===== src/rtl/device_delay_timer.sv =====
// Millisecond delay generator: counts DELAY_MS milliseconds of clk_i after reset
// or after a synchronous restart request, then raises a sticky delay_done flag.
module device_delay_timer #(
  parameter int unsigned CLK_FREQ_HZ = 27000000,
  parameter int unsigned DELAY_MS    = 10
) (
  input  logic clk_i,
  input  logic rst_n,
  input  logic syn_rst,
  output logic delay_done
);

  localparam int unsigned TICKS_PER_MS = CLK_FREQ_HZ / 1000;
  localparam int unsigned PS_W = (TICKS_PER_MS > 1) ? $clog2(TICKS_PER_MS) : 1;
  localparam int unsigned MS_W = (DELAY_MS > 0) ? $clog2(DELAY_MS + 1) : 1;

  localparam logic [PS_W-1:0] PS_LAST = PS_W'(TICKS_PER_MS - 1);
  localparam logic [MS_W-1:0] MS_LAST = MS_W'(DELAY_MS - 1);
  localparam logic [MS_W-1:0] MS_TERM = MS_W'(DELAY_MS);

  if (CLK_FREQ_HZ < 1000) begin : g_bad_clk_freq
    $error("device_delay_timer: CLK_FREQ_HZ must be >= 1000");
  end
  if (DELAY_MS < 1) begin : g_bad_delay_ms
    $error("device_delay_timer: DELAY_MS must be >= 1");
  end

  typedef enum logic {
    COUNTING = 1'b0,
    DONE     = 1'b1
  } state_t;

  state_t          state_reg, state_next;
  logic [PS_W-1:0] ps_reg, ps_next;
  logic [MS_W-1:0] ms_reg, ms_next;
  logic            done_reg, done_next;

  always_ff @(posedge clk_i or negedge rst_n) begin
    if (!rst_n) begin
      state_reg <= COUNTING;
      ps_reg    <= '0;
      ms_reg    <= '0;
      done_reg  <= 1'b0;
    end else begin
      state_reg <= state_next;
      ps_reg    <= ps_next;
      ms_reg    <= ms_next;
      done_reg  <= done_next;
    end
  end

  // Restart wins over both counting and the final DONE transition.
  always_comb begin
    state_next = state_reg;
    ps_next    = ps_reg;
    ms_next    = ms_reg;
    done_next  = done_reg;
    if (syn_rst) begin
      state_next = COUNTING;
      ps_next    = '0;
      ms_next    = '0;
      done_next  = 1'b0;
    end else begin
      case (state_reg)
        COUNTING: begin
          if (ps_reg == PS_LAST) begin
            ps_next = '0;
            if (ms_reg == MS_LAST) begin
              ms_next    = MS_TERM;
              state_next = DONE;
              done_next  = 1'b1;
            end else begin
              ms_next = ms_reg + MS_W'(1);
            end
          end else begin
            ps_next = ps_reg + PS_W'(1);
          end
        end
        DONE: begin
          done_next = 1'b1;
        end
        default: begin
          state_next = COUNTING;
        end
      endcase
    end
  end

  assign delay_done = done_reg;

endmodule


===== config.mk =====
export PLATFORM = sky130hd
export DESIGN_NAME = device_delay_timer
export DESIGN_NICKNAME = d
export VERILOG_FILES = /design/src/rtl/device_delay_timer.sv
export SDC_FILE = /design/constraint.sdc
export NUM_CORES = 1
export LEC_CHECK = 0
export BUFFER_PORTS_ARGS = -buffer_cell sky130_fd_sc_hd__buf_2
export CAP_MARGIN = 40
export CORE_MARGIN = 2
export CORE_UTILIZATION = 54
export DETAILED_ROUTE_END_ITERATION = 8
export PLACE_DENSITY = 0.8
export SETUP_SLACK_MARGIN = 0.4
export SLEW_MARGIN = 15
export SYNTH_ARGS = -nofsm -noshare
export SYNTH_HDL_FRONTEND = slang
export SYNTH_SLANG_ARGS = --single-unit

===== constraint.sdc =====
create_clock -name clk_i -period 1.5 [get_ports clk_i]
set_input_delay 0.15 -clock clk_i [delete_from_list [all_inputs] [get_ports clk_i]]
set_output_delay 0.15 -clock clk_i [all_outputs]
set_load 0.01 [all_outputs]

==> impl_results.md <==
- Port Buf Inserts: 3
- H-tree Lvls: 1
- Slowest CP cell: dfrtp_1
- Fin crit share: 110%
- Mapped Area: 0.00127 mm²
- Core footprint: 0.00221 mm²
- CTS sink cnt: 21
- Async set-or-reset flop fraction in the synthesized netlist: 100%
- Layout Nets: between 150 and 200
- Root Buffer: clkbuf_4
- Placer Congestion: 0.845
- Reg2reg path depth: 7
- CP delay by family, top: flip-flops
- Worst-Margin Slew: 0.470 ns
- RR Startpoint: ps_reg[0]$_DFFE_PN0P_
- Global route total overflow: 0
- GRT Util Overall: 27.2%
- Syn_area_per_cell: 8.67 µm²
- Cell mode on critical path: buf_4
- Skew-Pair Late Insertion Delay: 0.31 ns
- Crit path buffers/inverters: 2
- Clock power share: 30.1%
- CTS buffer count: 3
- Via Count: 1354
- Initial antenna violation count: 0
- Final WS setup: -0.143 ns
- Initial core utilization: 57.6%
- Post-synth EDFFs: 0
- Worst Setup End Kind: flop
- Post-route setup TNS: -1.37 ns
- Sequential element share of the synthesized area: 41.2%
- Vias in the first global route: 1265
- Post-route DRC: 0
- Post-Syn Nets: 153
- Crit path depth: 7
- PD cells: 547 mW/mm²
- Post-Route Skew: approximately 0.0047 ns
- Total power: approximately 0.00093 W
- DR vias/cell: 6.51
- Worst Path Arrival: 1.87 ns
- VDD IR max: 590 µV
- Largest stage delay on the critical path: approximately 0.43 ns
- Net Sw Frac: 24.5%
- Max reg flops: 15
- Critical Path Source Type: flop
- Routed wire length: 3.59 mm
- Max-slew violations: 0
- Fin crit period: 1.64 ns
- Fmax: 609 MHz
- Hold Crit Class: in -> reg
- Leakage: 0.753 nW
- Wire per inst: 17.3 µm
- Layout cells sized above 1: 35.6%
- Outcome: complete, but fails checks
- Seq pwr share: roughly three fifths
- Iteration-0 DRC Markers: between 60 and 70
- Most common cell after layout, fill and taps aside: buf_4
- Die area: between 0.002 and 0.003 mm²
- Min Hold Slack: 0.224 ns
- Internal power: 0.000705 W
- Synth top area share: roughly 41%
- Clock-pin slew on the worst setup and hold paths: 0.12 ns
- Synth warn: 0
- Die Span Y: 52.6 µm
- Synthesized instance count: approximately 150
- Filler cells: around 130
- Io pins: 4
- Relative slew margins: approximately 69%
- Largest area contributor in the netlist: dfrtp_1
- CTS tree: yes
- Largest net degree at the start of global routing: 22
- Share of power burned in combinational logic: 8.0%
- Post-synthesis cell type count: 34
- Max-capacitance violation count: 0
- Final Hold Fails: 0
- Post-DRT Antenna Nets: 0
- Setup CP Type: reg -> reg
- Maximum root-to-sink buffer count: 2
- Setup crit start: ps_reg[0]$_DFFE_PN0P_
- Unrepaired setup endpoints after global routing: yes
- N_diodes: 0
- Psw: around 0.00023 W
- Top post-synthesis cells by area: dfrtp_1, a21oi_1, nand4_1
- Cell Chain, Critical Path: ha_2 > and4b_2 > buf_4 > buf_4 > nand4_1 > a21oi_2 > o32ai_2
- #FFs+latches synth: 21
- Commonest non-fill, non-tap cells in the layout: buf_4, dfrtp_1, nand2_1, nor2_1
- R2R Setup Slk: -0.14 ns
- Rows: 17
- Global-route wire length before repair: 5.46 mm
- Capture point of the worst reg-to-reg path: ps_reg[12]$_DFFE_PN0P_
- Worst-path fanout max: 3
- Setup violators final: 17
- Critical path required time: 1.73 ns
- Area grow syn2layout: 34.0%
- Worst setup endpoint: ps_reg[12]$_DFFE_PN0P_
- Top FF cell, synth: dfrtp_1
- Die width: between 50 and 60 µm
- Violated checks: setup timing
- HPWL Detailed: 2.20 mm
- Detailed Routing Iterations Pass 1: 4
[worst register-to-register path: cells and delay by family, from the launching register on]
family / cells / cell delay, ns
flip-flops: 1 / 0.43
AO/OA/AOI/OAI: 2 / 0.33
buffers and inverters: 2 / 0.27
adder cells (fa/ha/maj): 1 / 0.19
AND/OR/NAND/NOR: 2 / 0.35
[metrics by stage]
stage	std cells	utilization [%]	setup WS [ns]	area, µm²
4_1_cts	206	72.6	-0.0893	1610
5_1_grt	208	77.2	-0.188	1710
3_5_place_dp	194	66.5	-0.242	1470
3_3_place_gp	194	66.5	-0.138	1470
6_report	208	77.2	-0.143	1710
2_1_floorplan	147	-	-0.113	1280
[cell type report]
cell class	instances	area [µm²]	share of cell area, %
multi-input combinational	107	787	46.1
tap	28	35.0	2.05
clock buffer	4	26.3	1.54
timing repair buffer	38	295	17.3
sequential	21	527	30.8
inverter	10	37.5	2.20
[power by group through the flow]
stage | Clock [W] | Sequential, W | Combinational (W)
2_1_floorplan | 0 | 0.000591 | 0.0000263
4_1_cts | 0.000278 | 0.000577 | 0.0000710
5_1_grt | 0.000308 | 0.000579 | 0.0000823
3_5_place_dp | 0 | 0.000588 | 0.0000656
3_3_place_gp | 0 | 0.000587 | 0.0000629
6_report | 0.000281 | 0.000578 | 0.0000746
[cells in the mapped netlist, types with 2 or more instances]
cell	count
nor2_1	11
and4_1	3
nand3_1	11
a21oi_1	14
a31oi_1	2
o21ai_0	5
and2_1	2
o32ai_1	6
clkbuf_1	6
nand2_1	14
nand4_1	9
or3_1	6
ha_1	3
a311oi_1	2
buf_2	2
buf_6	2
xnor2_1	2
inv_1	10
dfrtp_1	21
or4_1	2
[metal layers]
metal	wire [µm]	track usage, %	vias up
met5	0	0	-
met4	85	13.7	0
met3	252	4.57	13
met2	1760	43.1	66
met1	1490	35.7	656
li1	-	-	619
[timing repair]
item / in CTS / in global routing
setup buffers: 6 / 2
pin swaps: 8 / 7
setup endpoints to repair: 21 / 21
hold buffers: 1 / 0
cloned: 1 / 0
endpoints found under the hold margin: 21 / 0
gates resized for setup: 14 / 18
[worst min-delay path by stage]
| stage | startpoint | end | slack (ns) | cells past startpoint |
|---|---|---|---|---|
| after floorplan | rst_n | delay_done$_DFFE_PN0P_ | -0.15 | 0 |
| after global placement | rst_n | ps_reg[4]$_DFFE_PN0P_ | 0.13 | 1 |
| after detailed placement | rst_n | ps_reg[4]$_DFFE_PN0P_ | 0.13 | 1 |
| after CTS | syn_rst | state_reg$_DFF_PN0_ | 0.22 | 2 |
| after global routing | syn_rst | ps_reg[2]$_DFFE_PN0P_ | 0.25 | 2 |
| final | syn_rst | state_reg$_DFF_PN0_ | 0.22 | 2 |
[cells by family after synthesis]
| kind of cell | synth area share, % |
|---|---|
| AOI/OAI and AO/OA | 16.5 |
| xor gates and xnor gates | 1.37 |
| adders and majority gates | 2.94 |
| buffers and inverters | 7.26 |
| DFF | 41.2 |
| and+or+nand+nor | 30.7 |
Power figures use the tool's default switching activity.
